--- src/rtl/mem_uart_streamer_pkg.sv ---
// Shared types and helpers for the memory-to-UART frame streamer.
package mem_uart_streamer_pkg;

    // Controller states:
    //   ST_IDLE  | waiting for start after reset or abort
    //   ST_HDR   | loading the frame header byte
    //   ST_RD    | memory address stable, waiting out the read latency
    //   ST_LOAD  | selecting the next payload byte from the word register
    //   ST_SEND  | byte ready, waiting for uart_tx to be idle
    //   ST_GUARD | one cycle for uart_tx to raise its busy flag
    //   ST_WAIT  | waiting for uart_tx to finish, then choosing the next step
    //   ST_CSUM  | loading the checksum byte
    //   ST_DONE  | frame finished, waiting for a new start
    typedef enum logic [3:0] {
        ST_IDLE,
        ST_HDR,
        ST_RD,
        ST_LOAD,
        ST_SEND,
        ST_GUARD,
        ST_WAIT,
        ST_CSUM,
        ST_DONE
    } state_e;

    // What the byte currently held in tx_data is, so WAIT knows where to go.
    typedef enum logic [1:0] {
        KIND_HDR,
        KIND_DATA,
        KIND_CSUM
    } byte_kind_e;

    localparam logic [7:0] DEFAULT_HEADER_BYTE = 8'hA5;

    // Total bytes on the wire for one frame.
    function automatic int unsigned frame_len(input bit          header_en,
                                              input int unsigned num_words,
                                              input int unsigned word_w,
                                              input bit          chksum_en);
        return 32'(header_en) + num_words * (word_w / 8) + 32'(chksum_en);
    endfunction

endpackage

--- src/rtl/mem_uart_streamer_byte_serializer.sv ---
// Holds one memory word and hands it out a byte at a time, MSB first,
// while keeping the running 8-bit payload checksum.
module mem_uart_streamer_byte_serializer #(
    parameter int unsigned WORD_W = 8
) (
    input  logic              clk_i,
    input  logic              rst_ni,
    input  logic              clear_i,
    input  logic              capture_i,
    input  logic [WORD_W-1:0] word_i,
    input  logic              load_i,
    input  logic              dec_i,
    output logic [7:0]        byte_o,
    output logic              idx_zero_o,
    output logic [7:0]        chksum_o
);

    localparam int unsigned BPW     = WORD_W / 8;
    localparam logic [1:0]  IDX_TOP = 2'(BPW - 1);

    logic [WORD_W-1:0] word_q;
    logic [1:0]        idx_q;
    logic [7:0]        sum_q;
    logic [31:0]       word_ext;

    assign word_ext   = 32'(word_q);
    assign byte_o     = word_ext[{idx_q, 3'b000} +: 8];
    assign idx_zero_o = (idx_q == 2'd0);
    assign chksum_o   = sum_q;

    // Word capture, byte index countdown and checksum accumulation.
    always_ff @(posedge clk_i or negedge rst_ni) begin
        if (!rst_ni) begin
            word_q <= '0;
            idx_q  <= 2'd0;
            sum_q  <= 8'd0;
        end else begin
            if (capture_i) begin
                word_q <= word_i;
                idx_q  <= IDX_TOP;
            end else if (dec_i) begin
                idx_q <= idx_q - 2'd1;
            end
            if (clear_i) begin
                sum_q <= 8'd0;
            end else if (load_i) begin
                sum_q <= sum_q + byte_o;
            end
        end
    end

endmodule

--- src/rtl/mem_uart_streamer.sv ---
// Streams a block of result memory out over uart_tx as one frame:
// optional header, payload bytes MSB-first per word, optional checksum.
module mem_uart_streamer
    import mem_uart_streamer_pkg::*;
#(
    parameter int unsigned ADDR_W      = 12,
    parameter int unsigned NUM_WORDS   = 3969,
    parameter int unsigned WORD_W      = 8,
    parameter int unsigned RD_LAT      = 2,
    parameter bit          HEADER_EN   = 1'b1,
    parameter logic [7:0]  HEADER_BYTE = DEFAULT_HEADER_BYTE,
    parameter bit          CHKSUM_EN   = 1'b1
) (
    input  logic              clk,
    input  logic              reset,
    input  logic              start,
    input  logic              abort,
    output logic [ADDR_W-1:0] mem_addr,
    input  logic [WORD_W-1:0] mem_rdata,
    output logic [7:0]        tx_data,
    output logic              tx_enable,
    input  logic              tx_busy,
    output logic              busy,
    output logic              done,
    output logic              completed,
    output logic [15:0]       byte_count
);

    localparam int unsigned FRAME_LEN    = frame_len(HEADER_EN, NUM_WORDS, WORD_W, CHKSUM_EN);
    // Short frames can never reach the saturation point, so the compare folds away.
    localparam bit          CAN_SATURATE = (FRAME_LEN >= 32'd65535);
    localparam logic [ADDR_W-1:0] LAST_ADDR = ADDR_W'(NUM_WORDS - 1);
    // RD is held for RD_LAT+1 cycles so the capture edge follows the data becoming valid.
    localparam logic [2:0]  RD_WAIT = 3'(RD_LAT);

    state_e            state_q, state_d;
    byte_kind_e        kind_q;
    logic [ADDR_W-1:0] addr_q;
    logic [7:0]        tx_data_q;
    logic              tx_enable_q;
    logic              done_q;
    logic              completed_q;
    logic [15:0]       byte_count_q;
    logic [2:0]        rd_cnt_q;

    logic start_acc, hdr_ld, rd_cap, byte_ld, csum_ld, send_fire, idx_dec, addr_inc;
    logic done_entry;
    logic [7:0] ser_byte, ser_sum;
    logic ser_idx_zero;

    mem_uart_streamer_byte_serializer #(
        .WORD_W (WORD_W)
    ) u_ser (
        .clk_i      (clk),
        .rst_ni     (reset),
        .clear_i    (start_acc),
        .capture_i  (rd_cap),
        .word_i     (mem_rdata),
        .load_i     (byte_ld),
        .dec_i      (idx_dec),
        .byte_o     (ser_byte),
        .idx_zero_o (ser_idx_zero),
        .chksum_o   (ser_sum)
    );

    // State register.
    always_ff @(posedge clk or negedge reset) begin
        if (!reset) begin
            state_q <= ST_IDLE;
        end else begin
            state_q <= state_d;
        end
    end

    // Next-state logic and one-cycle datapath strobes; abort overrides everything.
    always_comb begin
        state_d   = state_q;
        start_acc = 1'b0;
        hdr_ld    = 1'b0;
        rd_cap    = 1'b0;
        byte_ld   = 1'b0;
        csum_ld   = 1'b0;
        send_fire = 1'b0;
        idx_dec   = 1'b0;
        addr_inc  = 1'b0;
        if (abort) begin
            state_d = ST_IDLE;
        end else begin
            unique case (state_q)
                ST_IDLE, ST_DONE: begin
                    if (start) begin
                        start_acc = 1'b1;
                        state_d   = HEADER_EN ? ST_HDR : ST_RD;
                    end
                end
                ST_HDR: begin
                    hdr_ld  = 1'b1;
                    state_d = ST_SEND;
                end
                ST_RD: begin
                    if (rd_cnt_q == 3'd0) begin
                        rd_cap  = 1'b1;
                        state_d = ST_LOAD;
                    end
                end
                ST_LOAD: begin
                    byte_ld = 1'b1;
                    state_d = ST_SEND;
                end
                ST_SEND: begin
                    if (!tx_busy) begin
                        send_fire = 1'b1;
                        state_d   = ST_GUARD;
                    end
                end
                ST_GUARD: begin
                    state_d = ST_WAIT;
                end
                ST_WAIT: begin
                    if (!tx_busy) begin
                        if (kind_q == KIND_HDR) begin
                            state_d = ST_RD;
                        end else if (kind_q == KIND_CSUM) begin
                            state_d = ST_DONE;
                        end else if (!ser_idx_zero) begin
                            idx_dec = 1'b1;
                            state_d = ST_LOAD;
                        end else if (addr_q == LAST_ADDR) begin
                            state_d = CHKSUM_EN ? ST_CSUM : ST_DONE;
                        end else begin
                            addr_inc = 1'b1;
                            state_d  = ST_RD;
                        end
                    end
                end
                ST_CSUM: begin
                    csum_ld = 1'b1;
                    state_d = ST_SEND;
                end
                default: begin
                    state_d = ST_IDLE;
                end
            endcase
        end
    end

    assign done_entry = (state_d == ST_DONE) && (state_q != ST_DONE);

    // Address counter, byte register, handshake strobe and frame status.
    always_ff @(posedge clk or negedge reset) begin
        if (!reset) begin
            addr_q       <= '0;
            tx_data_q    <= 8'd0;
            kind_q       <= KIND_DATA;
            tx_enable_q  <= 1'b0;
            done_q       <= 1'b0;
            completed_q  <= 1'b0;
            byte_count_q <= 16'd0;
        end else begin
            tx_enable_q <= send_fire;
            done_q      <= done_entry;
            if (start_acc) begin
                addr_q <= '0;
            end else if (addr_inc) begin
                addr_q <= addr_q + 1'b1;
            end
            if (hdr_ld) begin
                tx_data_q <= HEADER_BYTE;
                kind_q    <= KIND_HDR;
            end else if (byte_ld) begin
                tx_data_q <= ser_byte;
                kind_q    <= KIND_DATA;
            end else if (csum_ld) begin
                tx_data_q <= ser_sum;
                kind_q    <= KIND_CSUM;
            end
            if (start_acc) begin
                completed_q <= 1'b0;
            end else if (done_entry) begin
                completed_q <= 1'b1;
            end
            if (start_acc) begin
                byte_count_q <= 16'd0;
            end else if (send_fire && (!CAN_SATURATE || byte_count_q != 16'hFFFF)) begin
                byte_count_q <= byte_count_q + 16'd1;
            end
        end
    end

    // Read-latency down-counter; reloads whenever the FSM is outside RD.
    always_ff @(posedge clk or negedge reset) begin
        if (!reset) begin
            rd_cnt_q <= RD_WAIT;
        end else if (state_q != ST_RD) begin
            rd_cnt_q <= RD_WAIT;
        end else if (rd_cnt_q != 3'd0) begin
            rd_cnt_q <= rd_cnt_q - 3'd1;
        end
    end

    assign mem_addr   = addr_q;
    assign tx_data    = tx_data_q;
    assign tx_enable  = tx_enable_q;
    assign done       = done_q;
    assign completed  = completed_q;
    assign byte_count = byte_count_q;
    assign busy       = (state_q != ST_IDLE) && (state_q != ST_DONE);

endmodule

--- config.mk ---
export PLATFORM = sky130hd
export DESIGN_NAME = mem_uart_streamer
export DESIGN_NICKNAME = d
export VERILOG_FILES = /design/src/rtl/mem_uart_streamer_pkg.sv /design/src/rtl/mem_uart_streamer_byte_serializer.sv /design/src/rtl/mem_uart_streamer.sv
export SDC_FILE = /design/constraint.sdc
export NUM_CORES = 1
export LEC_CHECK = 0
export BUFFER_PORTS_ARGS = -buffer_cell sky130_fd_sc_hd__buf_2
export CAP_MARGIN = 5
export CORE_ASPECT_RATIO = 0.8
export CORE_MARGIN = 4
export CORE_UTILIZATION = 52
export DETAILED_ROUTE_END_ITERATION = 8
export PLACE_DENSITY_LB_ADDON = 0.2
export SYNTH_ARGS = -nofsm -noshare
export SYNTH_HDL_FRONTEND = slang
export SYNTH_SLANG_ARGS = --single-unit
--- constraint.sdc ---
create_clock -name clk -period 2.3 [get_ports clk]
set_input_delay 0.23 -clock clk [delete_from_list [all_inputs] [get_ports clk]]
set_output_delay 0.23 -clock clk [all_outputs]
set_load 0.01 [all_outputs]
==> key figures, run 1 <==
Outcome
  – Run status: finished clean

Critical path
  – Crit path cell chain: inv_1, ha_1, or3b_2, o31a_2, and3_4, and3_1, mux2i_1
  – Slowest cell on crit path: or3b_2
  – Worst Path Required: about 2.6 ns
  – Critical path class: reg2reg
  – Slowest stage delay, CP: approximately 0.46 ns
  – Crit-path max FO: 10
  – Crit path DAT: 2.43 ns
  – Worst Setup Start Kind: flop
  – Setup crit end kind: flop

Synth
  – Seq cells post-synth: 66
  – Synth Instances: 366
  – Multiplexer share of the synthesized area: 0.0537
  – Cell variety after synth: 60
  – Synth Area in XOR/XNOR: 0.0437
  – Sequential area share after synthesis: 0.458
  – Largest family of logic cells by synthesized area: simple AND/OR/NAND/NOR gates
  – Synthesis Warnings: 0
  – Synth Area in Compound Gates: 0.144
  – Predominant post-synthesis flop cell: dfrtp_1
  – Adder-Cell Fraction of Synth Area: 0.0506
  – Post-synth top area cell: dfrtp_1
  – Top cells by count, synth: 64 x dfrtp_1, 32 x nor2_1, 28 x nand2_1
  – Syn_nets: 393
  – Top cell type's share of synthesized area: 0.444
  – Mapped Area: roughly 3600 um2
  – Synthesized area per cell: between 9 and 10 um2
  – Most common cell in the netlist: dfrtp_1
  – Asr flop ratio synth: 1.00
  – Post-synth EDFFs: 0
  – Ranking of synthesized cells by area: dfrtp_1 44%, ha_1 4.5%, a21oi_1 3.7%, nor2_1 3.3%, nand2_1 2.9%
  – Simple logic cell fraction of the synthesized area: 0.212

Timing
  – Setup violations, final: 0
  – WHS: ~0.1 ns
  – Clock skew: 0.00708 ns
  – Slew HR: 0.558
  – Final hold vios: 0
  – Slew Viols, Final: 0
  – Setup repair after global routing missed its margin: false
  – Final Critical Period: around 2.2 ns
  – Worst slew pin tran: 0.664 ns
  – Max Clock Freq: 459 MHz
  – Setup TNS: 0 ns
  – PnR worst setup slack: 0.122 ns
  – Period utilisation layout: 0.947

Die
  – Die area: 8340 um2
  – Core area: ~6600 um2
  – Chip width: 101 um
  – Starting density of the core: 0.549
  – # IOs: 53
  – Row Count: 26
  – DIE HEIGHT: 82.5 um

Hold path
  – Worst Hold Class: in2reg

Global route
  – Congestion Overflow GR: 0
  – Number of antenna violations at the first check in global routing: 0
  – Tot GR Track Use: 0.213
  – First-pass GRT wire length: approximately 14 mm
  – Largest net degree at the start of global routing: 44
  – Vias in the first global route: 2,866

Cells and area
  – Non-Filler Instances: ~520
  – Final Instance Area: 4240 um2
  – Layout cells sized above 1: 0.227
  – Finished Core Util: 0.645
  – Antenna diode count: 0
  – Fillcell total: around 570
  – Nets: 455
  – Area delta synth->final: 17.4%

Clocking
  – TritonCTS Buffers: 9
  – CTS root buf: clkbuf_8
  – CTS sink count: 66
  – H-tree Lvls: 3
  – Clk buf depth: 2
  – CTS tree: yes
  – Worst-path clk slew: roughly 0.07 ns
  – Worst-Skew Late Latency: 0.34 ns

Placement
  – Pre-CTS setup slack: 0.0248 ns
  – DP Area: 4000 um2
  – Post-Place Cells: 499
  – # port buffers: 52
  – Hpwl dp: 6.02 mm
  – Final Wtd Congestion: 0.853

Drt
  – TritonRoute pass-1 iters: 5
  – Initial DRC Count: roughly 180
  – Vias/cell: roughly 5.7
  – WL/cell: 15.9 um
  – DRC: 0
  – Vias: between 2k and 3k
  – Post-route ant nets: 0
  – Routed WL: 8.18 mm

Power
  – P per Cell Area: around 580 nW/um2
  – Leakage: 2.01 nW
  – Peak supply drop: 0.312 mV
  – Tot Pwr: between 2 and 2.5 mW

Run
  – Maxcap violations: 0
## layout make-up
type | instances | area [um2] | share of cell area
inverter | 17 | 63.8 | 0.0151
tap | 84 | 105 | 0.0248
timing repair buffer | 66 | 380 | 0.0898
clock buffer | 14 | 183 | 0.0431
multi-input combinational | 268 | 1840 | 0.435
clock inverter | 1 | 7.51 | 0.00177
sequential | 66 | 1650 | 0.391
## sequential cells by signal (all words and copies together) (netlist names)
register        flops
byte_count         16
mem_addr           12
tx_data             8
u_ser.chksum_o      8
u_ser.word_q        8
state_q             4
rd_cnt_q            3
kind_q              2
u_ser.idx_q         2
completed           1
done                1
tx_enable           1
## power breakdown
group	switching (mW)	leakage (nW)	internal (mW)
registers	0.0409	0.882	1.20
clock network	0.426	0.0948	0.504
logic	0.159	1.04	0.106
total	0.626	2.01	1.81
## critical path, delay by kind of cell, from the launching register on
family | cells | cell delay, ns
DFF | 1 | 0.41
adders and majority gates | 1 | 0.15
AOI/OAI and AO/OA | 1 | 0.43
muxes | 1 | 0.17
and+or+nand+nor | 3 | 0.83
buffers and inverters | 1 | 0.11
## worst paths after layout
check / startpoint / depth (start not counted) / end / slack (ns)
min in group asynchronous: reset / 2 / tx_data[6]$_DFFE_PN0P_ / 0.42
worst max-delay path: mem_addr[0]$_DFFE_PN0P_ / 7 / mem_addr[11]$_DFFE_PN0P_ / 0.12
worst min-delay path: mem_rdata[0] / 2 / u_ser.word_q[0]$_DFFE_PN0P_ / 0.10
worst max register to register: mem_addr[0]$_DFFE_PN0P_ / 7 / mem_addr[11]$_DFFE_PN0P_ / 0.12
worst min register to register: tx_data[4]$_DFFE_PN0P_ / 2 / tx_data[4]$_DFFE_PN0P_ / 0.47
max in group asynchronous: reset / 3 / rd_cnt_q[1]$_DFFE_PN1P_ / 1.21
## logic make-up (layout without fill, tap and decap cells)
group | Yosys count | count (layout)
mux | 18 | 18
buf+inv | 32 | 98
simple gates | 137 | 137
flops | 66 | 66
compound gates | 81 | 81
xor+xnor | 18 | 18
fa+ha+maj | 14 | 14
## per-layer routing
metal,vias to the layer above,GRT usage,share of wire
li1,1432,-,-
met5,-,0,0
met2,82,0.320,0.45
met3,8,0.0588,0.054
met4,0,0.0637,0.0088
met1,1410,0.303,0.49
## what timing repair did
action	CTS	global route
buffers inserted	0	1
resized for setup	0	8
hold endpoints to repair	23	0
endpoints found under the setup margin	0	5
hold buffers	1	0
## layout by cell type (no fill, tap or decap), types with 5 or more instances in the layout
cell / instances
o21ai_0: 17
nand2b_1: 5
inv_1: 16
or3_1: 9
ha_1: 12
xnor2_1: 6
buf_2: 52
nand2_1: 28
a21oi_1: 27
nand4_1: 7
clkbuf_8: 13
mux2_1: 8
and2_1: 7
mux2i_1: 7
xor2_1: 12
dfrtp_1: 64
nand3_1: 11
buf_4: 12
and3_1: 6
nor2_1: 32
nor3_1: 5
Power figures use the tool's default switching activity.
==> run 2, diff against run 1 <==
--- a/config.mk
+++ b/config.mk
@@ -9,9 +9,10 @@
 export CAP_MARGIN = 5
 export CORE_ASPECT_RATIO = 0.8
 export CORE_MARGIN = 4
-export CORE_UTILIZATION = 52
+export CORE_UTILIZATION = 40
 export DETAILED_ROUTE_END_ITERATION = 8
 export PLACE_DENSITY_LB_ADDON = 0.2
 export SYNTH_ARGS = -nofsm -noshare
 export SYNTH_HDL_FRONTEND = slang
+export SYNTH_HIERARCHICAL = 1
 export SYNTH_SLANG_ARGS = --single-unit
==> key figures, run 2 <==
Global route
  – Largest net degree at the start of global routing: 49
  – Number of antenna violations at the first check in global routing: 0
  – Congestion Overflow GR: 0
  – First-pass GRT wire length: 14.3 mm
  – Vias in the first global route: ~2.8k
  – Tot GR Track Use: 0.171

Clocking
  – CTS sink count: 66
  – H-tree Lvls: 3
  – TritonCTS Buffers: 9
  – Worst-Skew Late Latency: between 0.3 and 0.4 ns
  – CTS root buf: clkbuf_16
  – Worst-path clk slew: about 0.06 ns
  – Clk buf depth: 2
  – CTS tree: yes

Placement
  – Final Wtd Congestion: 0.849
  – Hpwl dp: around 6.3 mm
  – # port buffers: 52
  – Post-Place Cells: 533
  – Pre-CTS setup slack: -0.0762 ns

Timing
  – Period utilisation layout: 0.996
  – Setup repair after global routing missed its margin: true
  – Slew HR: 0.696
  – Slew Viols, Final: 0
  – Final hold vios: 0
  – Worst slew pin tran: between 0.4 and 0.5 ns
  – PnR worst setup slack: 0.00994 ns
  – Clock skew: ~0.0084 ns
  – Setup violations, final: 0
  – Max Clock Freq: 437 MHz
  – Setup TNS: 0 ns
  – Final Critical Period: 2.29 ns

Synth
  – Synthesis Warnings: 6
  – Seq cells post-synth: 66
  – Synth Instances: 364
  – Sequential area share after synthesis: 0.457
  – Mapped Area: about 3600 um2
  – Post-synth top area cell: dfrtp_1
  – Predominant post-synthesis flop cell: dfrtp_1
  – Ranking of synthesized cells by area: dfrtp_1 44%, ha_1 4.5%, mux2i_1 4.1%, nand2_1 3.0%, nor2_1 2.8%
  – Top cell type's share of synthesized area: 0.442
  – Most common cell in the netlist: dfrtp_1
  – Cell variety after synth: 56
  – Asr flop ratio synth: 1.00
  – Top cells by count, synth: 64 x dfrtp_1, 29 x nand2_1, 27 x nor2_1
  – Post-synth EDFFs: 0
  – Syn_nets: 391
  – Synthesized area per cell: 9.94 um2

Drt
  – Routed WL: 8.57 mm
  – Vias/cell: 5.44
  – DRC: 0
  – Vias: 3,001
  – WL/cell: 15.5 um
  – Initial DRC Count: 141
  – Post-route ant nets: 0
  – TritonRoute pass-1 iters: 5

Critical path
  – Worst Path Required: between 2 and 3 ns
  – Crit path buf inv count: 0
  – Crit-path max FO: 8
  – Slowest stage delay, CP: between 0.4 and 0.5 ns
  – Crit path DAT: roughly 2.5 ns
  – Critical path class: reg2reg
  – Crit path cell chain: nor2_4, and2_2, ha_1, a211oi_4, nor3_2, or4_1, and3_4, mux2_4
  – Slowest cell on crit path: or4_1
  – Worst Setup Start Kind: flop
  – Setup crit end kind: flop
  – Cell family with most CP delay: simple AND/OR/NAND/NOR gates

Cells and area
  – Max reg flops: 16
  – Antenna diode count: 0
  – Most frequent cells in the layout: 64 x dfrtp_1, 52 x buf_2, 29 x nand2_1
  – Nets: 462
  – Finished Core Util: 0.519
  – Layout cells sized above 1: 0.273
  – Non-Filler Instances: roughly 550
  – Commonest non-fill, non-tap cell in the layout: dfrtp_1
  – Area delta synth->final: 23.9%

Die
  – Chip width: 114 um
  – Core area: 8630 um2
  – Die area: 10,600 um2
  – Starting density of the core: 0.419
  – Row Count: 30
  – DIE HEIGHT: roughly 93 um
  – # IOs: 53

Power
  – Peak supply drop: around 0.54 mV
  – Seq pwr share: 0.453
  – Tot Pwr: 2.69 mW
  – Switching share of power: 0.239
  – P per Cell Area: between 600 and 700 nW/um2
  – Int Pwr: 2.05 mW
  – P_sw: 644 uW
  – Power share of the clock group: 0.457
  – Combinational share of power: 0.090
  – Leakage: 2.11 nW

Run
  – Maxcap violations: 0

Hold path
  – Worst Hold Class: in2reg

Outcome
  – Run status: finished clean
[run 2: cell type report]
type	count	area (um2)
Fill cell	825	4150
Multi-Input combinational cell	268	1920
Sequential cell	66	1650
Timing Repair Buffer	76	455
Clock buffer	13	250
Tap cell	112	140
Inverter	14	52.6
Clock inverter	3	15.0
[run 2: final timing paths]
check                                            from                       endpoint  slack [ns]  cells past startpoint
min in group asynchronous                       reset       mem_addr[10]$_DFFE_PN0P_        0.38                      2
hold / removal                           mem_rdata[0]    u_ser/word_q[0]$_DFFE_PN0P_        0.13                      2
hold reg to reg                tx_data[4]$_DFFE_PN0P_         tx_data[4]$_DFFE_PN0P_        0.48                      2
setup reg to reg           u_ser/idx_q[1]$_DFFE_PN0P_  u_ser/chksum_o[7]$_DFFE_PN0P_        0.01                      8
setup / recovery           u_ser/idx_q[1]$_DFFE_PN0P_  u_ser/chksum_o[7]$_DFFE_PN0P_        0.01                      8
max in group asynchronous                       reset        rd_cnt_q[1]$_DFFE_PN1P_        1.24                      3
[run 2: power by group through the flow]
stage          clock, mW  sequential, mW  combinational, mW
2_1_floorplan          0            1.23              0.134
3_3_place_gp           0            1.24              0.232
3_5_place_dp           0            1.24              0.236
4_1_cts             1.27            1.22              0.240
5_1_grt             1.32            1.22              0.272
6_report            1.23            1.22              0.242
[run 2: per-stage QoR]
stage          instance area, um2  hold WS [ns]
2_1_floorplan                3620       -0.0656
3_3_place_gp                 4120         0.207
3_5_place_dp                 4120         0.209
4_1_cts                      4440         0.120
5_1_grt                      4480         0.133
6_report                     4480         0.134
[run 2: cells by family (layout without fill, tap and decap cells)]
| group | count (synthesis) | after routing | synth area share |
|---|---|---|---|
| compound gates | 72 | 72 | 0.132 |
| xor+xnor | 11 | 11 | 0.0266 |
| fa+ha+maj | 14 | 14 | 0.0505 |
| buf+inv | 30 | 106 | 0.0349 |
| flops | 66 | 66 | 0.457 |
| mux | 24 | 24 | 0.0705 |
| simple gates | 147 | 147 | 0.228 |
[run 2: timing repair]
item,CTS,global route
hold endpoints to repair,18,0
hold buffers,1,0
resized for setup,5,7
setup endpoints to repair,1,3
pin swaps,4,3
setup buffers,1,1
[run 2: layer usage]
layer / share of wire / GRT usage / vias to the layer above
met3: 0.061 / 0.0537 / 9
met4: 0.011 / 0.0504 / 0
met5: 0 / 0 / -
li1: - / - / 1470
met2: 0.43 / 0.239 / 66
met1: 0.50 / 0.253 / 1456
[run 2: worst reg2reg max path, stage by stage, from the launching register on]
cell,delay (ns)
dfrtp_1,0.39
nor2_4,0.07
and2_2,0.20
ha_1,0.25
a211oi_4,0.28
nor3_2,0.06
or4_1,0.46
and3_4,0.18
mux2_4,0.28
==> run 3, diff against run 2 <==
--- a/config.mk
+++ b/config.mk
@@ -5,12 +5,12 @@
 export SDC_FILE = /design/constraint.sdc
 export NUM_CORES = 1
 export LEC_CHECK = 0
-export BUFFER_PORTS_ARGS = -buffer_cell sky130_fd_sc_hd__buf_2
 export CAP_MARGIN = 5
 export CORE_ASPECT_RATIO = 0.8
 export CORE_MARGIN = 4
 export CORE_UTILIZATION = 40
 export DETAILED_ROUTE_END_ITERATION = 8
+export DONT_BUFFER_PORTS = 1
 export PLACE_DENSITY_LB_ADDON = 0.2
 export SYNTH_ARGS = -nofsm -noshare
 export SYNTH_HDL_FRONTEND = slang
==> key figures, run 3 (synthesized netlist as in run 2, its figures left out) <==
Clocking
  – Clk buf depth: 2
  – TritonCTS Buffers: 9
  – CTS tree: yes
  – CTS root buf: clkbuf_16
  – Worst-Skew Late Latency: 0.33 ns
  – CTS sink count: 66
  – Worst-path clk slew: ~0.050 ns
  – Post-CTS setup buffers: 0
  – H-tree Lvls: 3

Hold path
  – Worst Hold Class: in2reg

Global route
  – Congestion Overflow GR: 0
  – First-pass GRT wire length: 14.2 mm
  – Tot GR Track Use: 0.171
  – Largest net degree at the start of global routing: 67
  – Vias in the first global route: roughly 2.7k
  – Number of antenna violations at the first check in global routing: 0

Cells and area
  – Multi-input gate area: 1890 um2
  – Layout cells sized above 1: 0.169
  – Finished Core Util: 0.489
  – Max reg flops: 16
  – Most frequent cells in the layout: 64 x dfrtp_1, 29 x nand2_1, 27 x nor2_1
  – Area delta synth->final: 16.6%
  – Fillcell total: between 800 and 900
  – Antenna diode count: 0
  – Nets: 412
  – FF/Latch Area: 1650 um2
  – Commonest non-fill, non-tap cell in the layout: dfrtp_1

Critical path
  – Worst Path Required: 2.52 ns
  – Crit-path max FO: 8
  – Worst Setup Start Kind: flop
  – Setup crit end kind: flop
  – Crit path DAT: roughly 2.6 ns
  – Critical path class: reg2reg

Drt
  – DRC: 0
  – Initial DRC Count: roughly 200
  – Vias/cell: 5.54
  – Routed WL: 8.46 mm
  – Vias: 2,782
  – WL/cell: 16.9 um
  – Post-route ant nets: 0
  – TritonRoute pass-1 iters: 4

Placement
  – Hpwl dp: 6.03 mm
  – Final Wtd Congestion: 0.829
  – # port buffers: 0
  – Pre-CTS setup slack: -0.0659 ns

Timing
  – Final hold vios: 0
  – Worst slew pin tran: 0.445 ns
  – Final Critical Period: about 2.3 ns
  – Period utilisation layout: 1.02
  – Slew Viols, Final: 0
  – Clock skew: 0.00364 ns
  – Setup repair after global routing missed its margin: true
  – Setup violations, final: 1
  – Slew HR: 0.703
  – Max Clock Freq: between 400 and 500 MHz
  – PnR worst setup slack: -0.0467 ns

Die
  – DIE HEIGHT: 93.1 um
  – Chip width: 114 um
  – Row Count: 30
  – Core area: 8630 um2
  – # IOs: 53
  – Starting density of the core: 0.419
  – Die area: 10,600 um2

Power
  – Leakage: 1.88 nW
  – P per Cell Area: roughly 630 nW/um2
  – Peak supply drop: approximately 0.40 mV

Run
  – Maxcap violations: 0

Outcome
  – Failing checks: setup timing
  – Run status: complete, but fails checks
[run 3: changes by cell type in the layout (fill, tap and decap cells not counted), sizes merged]
cell,change
dlygate4sd3,+1
buf,-51
[run 3: critical path: stages (launching register included)]
cell	delay [ns]
dfrtp_1	0.41
nor2_4	0.17
and2_4	0.18
ha_4	0.21
a211oi_4	0.27
nor3_2	0.06
or4_1	0.46
and3_4	0.18
mux2_4	0.29
[run 3: path summary, 6_finish.rpt]
path                                       startpoint                             to  slack (ns)  depth (start not counted)
min in group asynchronous                       reset        mem_addr[3]$_DFFE_PN0P_        0.43                          2
max reg2reg                u_ser/idx_q[0]$_DFFE_PN0P_  u_ser/chksum_o[7]$_DFFE_PN0P_       -0.05                          8
min reg2reg                     kind_q[1]$_DFFE_PN0P_          kind_q[1]$_DFFE_PN0P_        0.49                          1
max                        u_ser/idx_q[0]$_DFFE_PN0P_  u_ser/chksum_o[7]$_DFFE_PN0P_       -0.05                          8
max in group asynchronous                       reset        rd_cnt_q[1]$_DFFE_PN1P_        1.53                          2
min                                      mem_rdata[1]    u_ser/word_q[1]$_DFFE_PN0P_        0.05                          1
[run 3: layout make-up]
class / count / share of cell area
multi-input cells: 268 / 0.447
flip-flops and latches: 66 / 0.392
clock buffers: 13 / 0.0593
repair buffers: 26 / 0.0522
well taps: 112 / 0.0332
inverters: 14 / 0.0125
clock inverters: 3 / 0.00356
[run 3: repair_timing]
item / in CTS / in global routing
hold buffers: 3 / 0
endpoints found under the hold margin: 67 / 0
resized for setup: 0 / 8
endpoints found under the setup margin: 1 / 2
pin swaps: 0 / 4
[run 3: layer usage]
layer / vias to the layer above / global-route usage / wire length (um)
li1: 1362 / - / -
met1: 1344 / 0.242 / 4210
met2: 66 / 0.240 / 3640
met3: 10 / 0.0647 / 518
met4: 0 / 0.0514 / 101
met5: - / 0 / 0
[run 3: power by group]
group | switching (mW) | internal, mW | total, mW | leakage [nW]
combinational | 0.123 | 0.0865 | 0.210 | 0.858
clock | 0.483 | 0.753 | 1.24 | 0.133
sequential | 0.0331 | 1.19 | 1.22 | 0.884
total | 0.639 | 2.03 | 2.67 | 1.88
[run 3: per-stage QoR]
step / power [mW] / hold WS, ns / instances / cell area, um2 / TNS (ns)
CTS: 2.71 / 0.0333 / 502 / 4180 / -0.0787
finish: 2.67 / 0.0480 / 502 / 4220 / -0.0467
global placement: 1.42 / -0.0632 / 483 / 3860 / -0.0459
detailed placement: 1.42 / -0.0635 / 483 / 3860 / -0.0659
global route: 2.80 / 0.0327 / 502 / 4220 / -0.131
floorplan: 1.37 / -0.0656 / 364 / 3620 / 0
